**src/rtl/step_pkg.sv**
```systemverilog
// -----------------------------------------------------------------------------
// step_pkg
// Shared definitions for the step pulse generator:
//   - state_t      : FSM encoding (ST_IDLE / ST_RUN / ST_DONE)
//   - DEF_*        : default widths for step count, period and pulse high time
//   - RAMP_MUL     : start/ceiling period multiplier used by the optional ramp
// Configuration macro referenced by users of this package: STEP_RAMP_EN.
// -----------------------------------------------------------------------------
package step_pkg;

    localparam int DEF_CNT_W   = 16;
    localparam int DEF_DIV_W   = 16;
    localparam int DEF_PULSE_W = 4;
    localparam int RAMP_MUL    = 4;

    typedef enum logic [1:0] {
        ST_IDLE = 2'd0,
        ST_RUN  = 2'd1,
        ST_DONE = 2'd2
    } state_t;

endpackage

```
**src/rtl/step_period_timer.sv**
```systemverilog
// -----------------------------------------------------------------------------
// step_period_timer
// Pure decode of the period counter into the three timing events of a step.
// Ports:
//   i_cnt       : current period counter value
//   i_period    : current step period (CP cycles), always > PULSE_W
//   o_step_hi   : counter is inside the high phase (step will be high next)
//   o_fall_tick : last cycle of the high phase (step falls after next edge)
//   o_wrap_tick : last cycle of the period (counter wraps to 0 on next edge)
// -----------------------------------------------------------------------------
module step_period_timer
    import step_pkg::*;
#(
    parameter int DIV_W   = DEF_DIV_W,
    parameter int PULSE_W = DEF_PULSE_W
) (
    input  logic [DIV_W-1:0] i_cnt,
    input  logic [DIV_W-1:0] i_period,
    output logic             o_step_hi,
    output logic             o_fall_tick,
    output logic             o_wrap_tick
);

    assign o_step_hi   = (i_cnt < DIV_W'(PULSE_W));
    assign o_fall_tick = (i_cnt == DIV_W'(PULSE_W - 1));
    assign o_wrap_tick = (i_cnt == (i_period - DIV_W'(1)));

endmodule

```
**src/rtl/step_pulse_gen.sv**
```systemverilog
// -----------------------------------------------------------------------------
// step_pulse_gen
// Turns a "move N steps in direction D at period P" command into a registered
// step clock (distributor CP) and direction level (distributor M).
// Ports:
//   CP, CR      : clock (rising edge) / async active-low reset
//   start       : command strobe, accepted only in IDLE (stop has priority)
//   stop        : abort request while running
//   dir_in      : direction of the new move (1 = forward)
//   steps_in    : number of steps to issue
//   period_in   : step period in CP cycles (clamped to at least PULSE_W+1)
//   step, M     : registered step clock and direction
//   busy, done  : move in progress / one-cycle end-of-move pulse
//   steps_left  : steps still to be issued
// Optional feature macro: STEP_RAMP_EN (linear accel/decel of the period).
//
// The period counter leads the step output by one cycle: step, busy and done
// are registered from the current counter/state, so the first step rises one
// cycle after start is sampled.
// -----------------------------------------------------------------------------
module step_pulse_gen
    import step_pkg::*;
#(
    parameter int CNT_W   = DEF_CNT_W,
    parameter int DIV_W   = DEF_DIV_W,
    parameter int PULSE_W = DEF_PULSE_W
) (
    input  logic             CP,
    input  logic             CR,
    input  logic             start,
    input  logic             stop,
    input  logic             dir_in,
    input  logic [CNT_W-1:0] steps_in,
    input  logic [DIV_W-1:0] period_in,
    output logic             step,
    output logic             M,
    output logic             busy,
    output logic             done,
    output logic [CNT_W-1:0] steps_left
);

    localparam logic [DIV_W-1:0] MIN_PERIOD = DIV_W'(PULSE_W + 1);

    state_t           r_state;
    logic [DIV_W-1:0] r_cnt;
    logic [DIV_W-1:0] r_period;
    logic [CNT_W-1:0] r_left;
    logic             r_abort;
    logic             r_step;
    logic             r_m;
    logic             r_busy;
    logic             r_done;

    logic             w_step_hi;
    logic             w_fall;
    logic             w_wrap;
    logic             w_run;
    logic             w_accept;
    logic             w_zero_cmd;
    logic             w_abort_req;
    logic             w_kill;
    logic             w_abort_now;
    logic             w_dec;
    logic [DIV_W-1:0] w_floor;
    logic [DIV_W-1:0] w_first;

    step_period_timer #(
        .DIV_W   (DIV_W),
        .PULSE_W (PULSE_W)
    ) u_timer (
        .i_cnt       (r_cnt),
        .i_period    (r_period),
        .o_step_hi   (w_step_hi),
        .o_fall_tick (w_fall),
        .o_wrap_tick (w_wrap)
    );

    // Guarantee at least one low cycle per period.
    assign w_floor = (period_in < MIN_PERIOD) ? MIN_PERIOD : period_in;

`ifdef STEP_RAMP_EN
    localparam logic [DIV_W+1:0] MAX_PERIOD = {2'b00, {DIV_W{1'b1}}};

    logic [DIV_W+1:0] w_x4;
    logic [DIV_W-1:0] w_ceil;
    logic [DIV_W-1:0] r_floor;
    logic [DIV_W-1:0] r_ceil;
    logic [CNT_W-1:0] r_accel;

    assign w_x4 = {2'b00, period_in} * (DIV_W+2)'(RAMP_MUL);

    // Ramp ceiling saturates at the counter range and never undercuts the floor.
    always_comb begin
        w_ceil = (w_x4 > MAX_PERIOD) ? {DIV_W{1'b1}} : w_x4[DIV_W-1:0];
        if (w_ceil < w_floor) w_ceil = w_floor;
    end

    assign w_first = w_ceil;
`else
    assign w_first = w_floor;
`endif

    assign w_run      = (r_state == ST_RUN);
    assign w_accept   = (r_state == ST_IDLE) && start && !stop && (steps_in != '0);
    assign w_zero_cmd = (r_state == ST_IDLE) && start && !stop && (steps_in == '0);

    // An abort arriving while step is low ends the move at once and must also
    // suppress a pulse that the counter is about to start. If step is high the
    // pulse is finished and counted; the move ends on its fall tick.
    assign w_abort_req = w_run && (stop || r_abort);
    assign w_kill      = w_abort_req && !r_step;
    assign w_abort_now = w_abort_req && !(r_step && w_step_hi && !w_fall);
    assign w_dec       = w_run && w_fall && !w_kill && (r_left != '0);

    always_ff @(posedge CP or negedge CR) begin
        if (!CR) begin
            r_state  <= ST_IDLE;
            r_cnt    <= '0;
            r_period <= '0;
            r_left   <= '0;
            r_abort  <= 1'b0;
            r_step   <= 1'b0;
            r_m      <= 1'b1;
            r_busy   <= 1'b0;
            r_done   <= 1'b0;
`ifdef STEP_RAMP_EN
            r_floor  <= '0;
            r_ceil   <= '0;
            r_accel  <= '0;
`endif
        end else begin
            r_busy <= w_run;
            r_done <= (r_state == ST_DONE) || w_zero_cmd;
            r_step <= w_run && w_step_hi && !w_kill;

            if (w_dec) r_left <= r_left - CNT_W'(1);

            case (r_state)
                ST_IDLE: begin
                    if (w_accept) begin
                        r_m      <= dir_in;
                        r_left   <= steps_in;
                        r_period <= w_first;
                        r_cnt    <= '0;
                        r_abort  <= 1'b0;
`ifdef STEP_RAMP_EN
                        r_floor  <= w_floor;
                        r_ceil   <= w_ceil;
                        r_accel  <= '0;
`endif
                        r_state  <= ST_RUN;
                    end
                end

                ST_RUN: begin
                    r_cnt <= w_wrap ? '0 : r_cnt + DIV_W'(1);
`ifdef STEP_RAMP_EN
                    // Period update at the end of each step: decelerate once the
                    // remaining steps fit in the distance spent accelerating.
                    if (w_wrap) begin
                        if (r_left <= r_accel) begin
                            if (r_period < r_ceil) r_period <= r_period + DIV_W'(1);
                        end else if (r_period > r_floor) begin
                            r_period <= r_period - DIV_W'(1);
                            r_accel  <= r_accel + CNT_W'(1);
                        end
                    end
`endif
                    if (w_abort_now) begin
                        r_abort <= 1'b0;
                        r_state <= ST_DONE;
                    end else if (w_abort_req) begin
                        r_abort <= 1'b1;
                    end else if (w_wrap && (r_left == '0)) begin
                        r_state <= ST_DONE;
                    end
                end

                ST_DONE: begin
                    r_cnt   <= '0;
                    r_state <= ST_IDLE;
                end

                default: r_state <= ST_IDLE;
            endcase
        end
    end

    assign step       = r_step;
    assign M          = r_m;
    assign busy       = r_busy;
    assign done       = r_done;
    assign steps_left = r_left;

endmodule

```
**config.mk**
```make
export PLATFORM = sky130hd
export DESIGN_NAME = step_pulse_gen
export DESIGN_NICKNAME = d
export VERILOG_FILES = /design/src/rtl/step_pkg.sv /design/src/rtl/step_period_timer.sv /design/src/rtl/step_pulse_gen.sv
export SDC_FILE = /design/constraint.sdc
export NUM_CORES = 1
export LEC_CHECK = 0
export ABC_AREA = 1
export BUFFER_PORTS_ARGS = -buffer_cell sky130_fd_sc_hd__buf_2
export CORE_ASPECT_RATIO = 0.5
export CORE_MARGIN = 4
export CORE_UTILIZATION = 58
export DETAILED_ROUTE_END_ITERATION = 7
export MAX_ROUTING_LAYER = met4
export PLACE_DENSITY = 0.91
export SLEW_MARGIN = 5
export SYNTH_ARGS = -nofsm -noshare
export SYNTH_HDL_FRONTEND = slang
export SYNTH_HIERARCHICAL = 1
export SYNTH_SLANG_ARGS = --single-unit
```
**constraint.sdc**
```tcl
create_clock -name CP -period 2.5 [get_ports CP]
set_input_delay 0.5 -clock CP [delete_from_list [all_inputs] [get_ports CP]]
set_output_delay 0.5 -clock CP [all_outputs]
set_load 0.05 [all_outputs]
```
======== After elaboration in Yosys (flattened, before gate mapping) ========
Cells that the tools add are included.
storage, ports and cells
  register bits after elaboration ......... 55
  input port bits ......................... 37
  logic and storage cells ................. 71
cells by class
  add/subtract/negate cells ............... 3
  magnitude comparators ................... 2
  equality and inequality tests ........... 8
  multiplexer cells ....................... 16
  reductions and logical operators ........ 33
operator list
  cell                                                          count
  2-to-1 mux 16 bit                                             6
  one-hot mux 16 bit (3 select lines)                           1
  logical NOT 16 bit                                            2
  less-than comparator 16 x 3 -> 1 bit (second input constant)  2
  nonzero test 16 bit                                           2
  subtractor 16 x 1 -> 16 bit (second input constant)           2
  adder 16 x 1 -> 16 bit (second input constant)                1
  == test 16 bit                                                1
  == test 16 x 2 -> 1 bit (second input constant)               1
  logical AND 1 bit                                             15
  2-to-1 mux 2 bit                                              4
  != test 3 x 1 -> 1 bit (second input constant)                2
  AND reduction 3 bit                                           2
  logical NOT 1 bit                                             5
  one-hot mux 2 bit (2 select lines)                            1
  AND reduction 2 bit                                           2
  2-to-1 mux 1 bit                                              3
  != test 3 x 2 -> 1 bit (second input constant)                1
  nonzero test 3 bit                                            1
  == test 2 x 1 -> 1 bit (second input constant)                1
  == test 2 bit (second input constant)                         1
  logical NOT 2 bit                                             1
  logical OR 1 bit                                              2
  != test 2 bit (second input constant)                         1
  2 further kinds                                               2

======== Logic depth before layout (Yosys ltp) ========
  depth after elaboration ................. 9
  depth in mapped cells ................... 17
  mapped depth without buffers ............ 17

======== Hierarchy ========
Netlist, hierarchy kept.
by module, submodules not included
  module             times used  cells each  area an instance (sq um)
  step_pulse_gen     1           458         3195.6
  step_period_timer  1           155         764.5

======== Worst setup path before layout ========
No wires, ideal clock.
  path kind ............................... reg2reg
  start ................................... register r_period[0]
  end ..................................... register r_cnt[6]
  arrival ................................. 1.877 ns
  required time ........................... 2.373 ns
  setup slack ............................. 0.496 ns
  stages on the path, launching flop included .. 17
  period minus slack after synthesis ...... 2.004 ns
  cells stage by stage .................... dfrtp_1 inv_1 ha_1 inv_2 nor2_1 nand3_1 nor2_1 nand2_1 nand2_1 nand2_1 nor2_1 nand3_1 nor2_1 nor2_2 buf_2 a31oi_1 a21oi_1
on the way
  longest elaborated chain between the ends .. 4
ends and longest elaborated chain
  element                              line                     text
  start, declared                      step_pulse_gen.sv:46     logic [DIV_W-1:0] r_period;
  start signal, assigned               step_pulse_gen.sv:143    r_period <= w_first;
  subtractor 16 x 1 -> 16 bit          step_period_timer.sv:26  assign o_wrap_tick = (i_cnt == (i_period - DIV_W'(1)));
  == test 16 bit                       step_period_timer.sv:26
  via w_wrap                           step_pulse_gen.sv:56     logic w_wrap;
  2-to-1 mux 16 bit                    step_pulse_gen.sv:156    r_cnt <= w_wrap ? '0 : r_cnt + DIV_W'(1);
  one-hot mux 16 bit (3 select lines)  step_pulse_gen.sv:138    case (r_state)
  end signal, assigned                 step_pulse_gen.sv:156
  end, declared                        step_pulse_gen.sv:45     logic [DIV_W-1:0] r_cnt;
The timed path passes the listed nets, and every way through them passes these cells.
A chain may end at the register's enable or synchronous reset.

======== Final worst setup path ========
  start ................................... register r_period[0]
  end ..................................... register r_cnt[3]
The elaborated chain is that of the path after synthesis.

==> impl_metrics.ini <==
[global_route]
antenna_found_initial = 0
grt_max_degree = 32
grt_pass1_vias = 3699
grt_pass1_wl_um = 16970
track_usage = 0.2590
grt-ovfl-total = 0

[routing]
ant_nets = 0
wl_per_cell_um = 13.32
drtPass1Iterations = 7
vias_per_cell = 5.377
drt_iter0_drc = 359
wl_um = 10140
drc = 0
vias = 4092

[clock_tree]
clk_path_buf_depth = 2
cts_tree = built
cts.htree.levels = 2
hold_buffers = 0
insertion_delay_ns = 0.30
clk_pin_slew_ns = 0.07
root_buffer = clkbuf_16
cts.sinks = 55
cts_made_buffers = 5

[die]
initial_core_util = 0.6255
core-area_um2 = 6331
ios = 57
die_area_um2 = 8294
die_h_um = 66.43
num_rows = 20
die_x_um = 124.9

[worst_hold_path]
hold_path_class = input pin to async pin

[sta]
finalSetupTns_ns = 0
setup_slack_ns = 0.2535
drv_slew = 0
fin_skew_ns = 0.007811
finalHoldViolations = 0
setup_violations = 0
worstMarginPinSlew_ns = 0.5929
slew_headroom = 0.6047
max_freq_mhz = 445.1
rsz0062_at_grt = no
layout_min_cycle_time_ns = 2.247
period_share = 0.8986

[synth]
seq_area_frac_synth = 0.3479
synth_edf_count = 0
netlist_area_um2 = 3960
syn_avg_cell_area_um2 = 6.460
synth_ff_type = dfrtp_1
synth-seq-cells = 55
synth_warnings = 6
yosysUniqueCellTypes = 35
synth_fp_nets = 654
synthArstFlopShare = 1.000
synthCells = 613

[worst_setup_path]
path_class = flip-flop to flip-flop
worst-path-max-fanout = 11
critPathSlowestCell = dfrtp_1
crit_arrival_ns = 2.42
max_stage_delay_ns = 0.42
cp_top_family = simple AND/OR/NAND/NOR gates
path_cells = inv_1, ha_1, inv_2, nor2_1, nand3_1, nor2_1, nand2_1, nand2_1, nand2_1, nor2_1, nand3_1, nor2_2, nor2_4, inv_2, a21oi_1, o21ai_0, o21ai_1
crit_path_end_kind = flip-flop
start_kind = flip-flop
cp.required_ns = 2.68
path_buf_inv = 3

[status]
status = completed

[layout]
final_cell_mix = 256 x nand2_1, 76 x nor2_1, 56 x buf_2
syn2layout_area_growth_pct = 13.49
stdcell_area_um2 = 4494
layout-drive-gt1-share = 0.1605
diodes = 0
final_nets = 713
layout_commonest_cell = nand2_1

[place]
globalplace.congestion = 1.006
hpwlAfterDp_um = 7671
dp_slack_ns = 0.1495
place_area_um2 = 4329
port_buffers = 56

[power]
leakage_nw = 2.412
power-per-cell-area_nw_per_um2 = 1169
ir_drop_mv = 0.3819

[run]
cap_violations = 0
## layer usage
layer | wire, um | track usage
met2 | 4738 | 0.4274
met4 | 184 | 0.07297
met1 | 4537 | 0.3338
met5 | 0 | -
met3 | 677 | 0.04758
## worst paths after layout
kind / from / to / slack (ns) / cells past startpoint
max: r_period[0] / r_cnt[3] / 0.25 / 17
min: CR / r_state[0] / 0.20 / 1
max reg2reg: r_period[0] / r_cnt[3] / 0.25 / 17
min reg2reg: r_period[15] / r_period[15] / 0.51 / 2
max in group asynchronous: CR / steps_left[15] / 1.63 / 2
min in group CP: dir_in / M / 0.39 / 3
## where the power goes
group | switching [mW] | total [mW] | internal (mW)
Clock | 0.319 | 0.690 | 0.372
Sequential | 0.473 | 1.69 | 1.21
Combinational | 1.99 | 2.88 | 0.889
Total | 2.78 | 5.26 | 2.48
## stage by stage
stage | total power [mW] | hold WS, ns | instances | utilization
final | 5.255 | 0.1974 | 761 | 0.7099
after global routing | 5.686 | 0.2405 | 761 | 0.7099
after CTS | 5.209 | 0.2070 | 760 | 0.7055
after detailed placement | 4.506 | 0.4856 | 752 | 0.6838
after global placement | 4.422 | 0.4572 | 752 | 0.6838
after floorplan | 3.852 | 0.2044 | 613 | -
## cell type report
cell class / instances / area, um2
clock buffer: 7 / 132.6
clock inverter: 1 / 5.005
fill: 507 / 1837
inverter: 58 / 217.7
multi-input combinational: 489 / 2306
sequential: 55 / 1378
tap: 88 / 110.1
timing repair buffer: 63 / 345.3
## flip-flops by register name, summed over array words and instances, names as in the netlist
register,flops
r_abort,1
steps_left,16
r_cnt,16
step,1
busy,1
r_period,16
M,1
r_state,2
done,1
## worst reg2reg max path: cells and delay by family (launching register included)
family	cells	cell delay [ns]
and+or+nand+nor	10	0.93
DFF	1	0.42
AOI/OAI and AO/OA	3	0.22
adders and majority gates	1	0.26
buffers and inverters	3	0.28
## cells in the mapped netlist, types with 2 or more instances
cell	n	area, um2
nand4_1	12	75.07
nand2_2	7	43.79
nand2_4	3	33.78
nor4_1	2	12.51
ha_1	4	50.05
nand3b_1	5	37.54
nor2_8	2	40.04
o21ai_1	10	50.05
nand3_1	37	185.2
inv_1	51	191.4
buf_2	8	40.04
dfrtp_1	54	1351
o21ai_0	14	70.07
and3_1	2	12.51
nor2_4	7	78.83
nor2_1	77	289.0
nand2_1	256	960.9
xnor2_1	7	61.31
nor3_1	8	40.04
inv_2	7	26.28
nor2_2	6	37.54
xor2_1	9	78.83
a21oi_1	13	65.06
## logic make-up (layout without fill, tap and decap cells)
kind of cell / count (synthesis) / count (layout) / share of synthesized area
AOI/OAI and AO/OA: 43 / 43 / 0.06098
xor gates and xnor gates: 16 / 16 / 0.03539
adders and majority gates: 4 / 4 / 0.01264
buffers and inverters: 69 / 129 / 0.07172
DFF: 55 / 55 / 0.3479
and+or+nand+nor: 426 / 426 / 0.4714
## what timing repair did
action / CTS / global route
setup buffers: 0 / 1
resized for setup: 0 / 2
endpoints found under the setup margin: 0 / 16
Power figures use the tool's default switching activity.
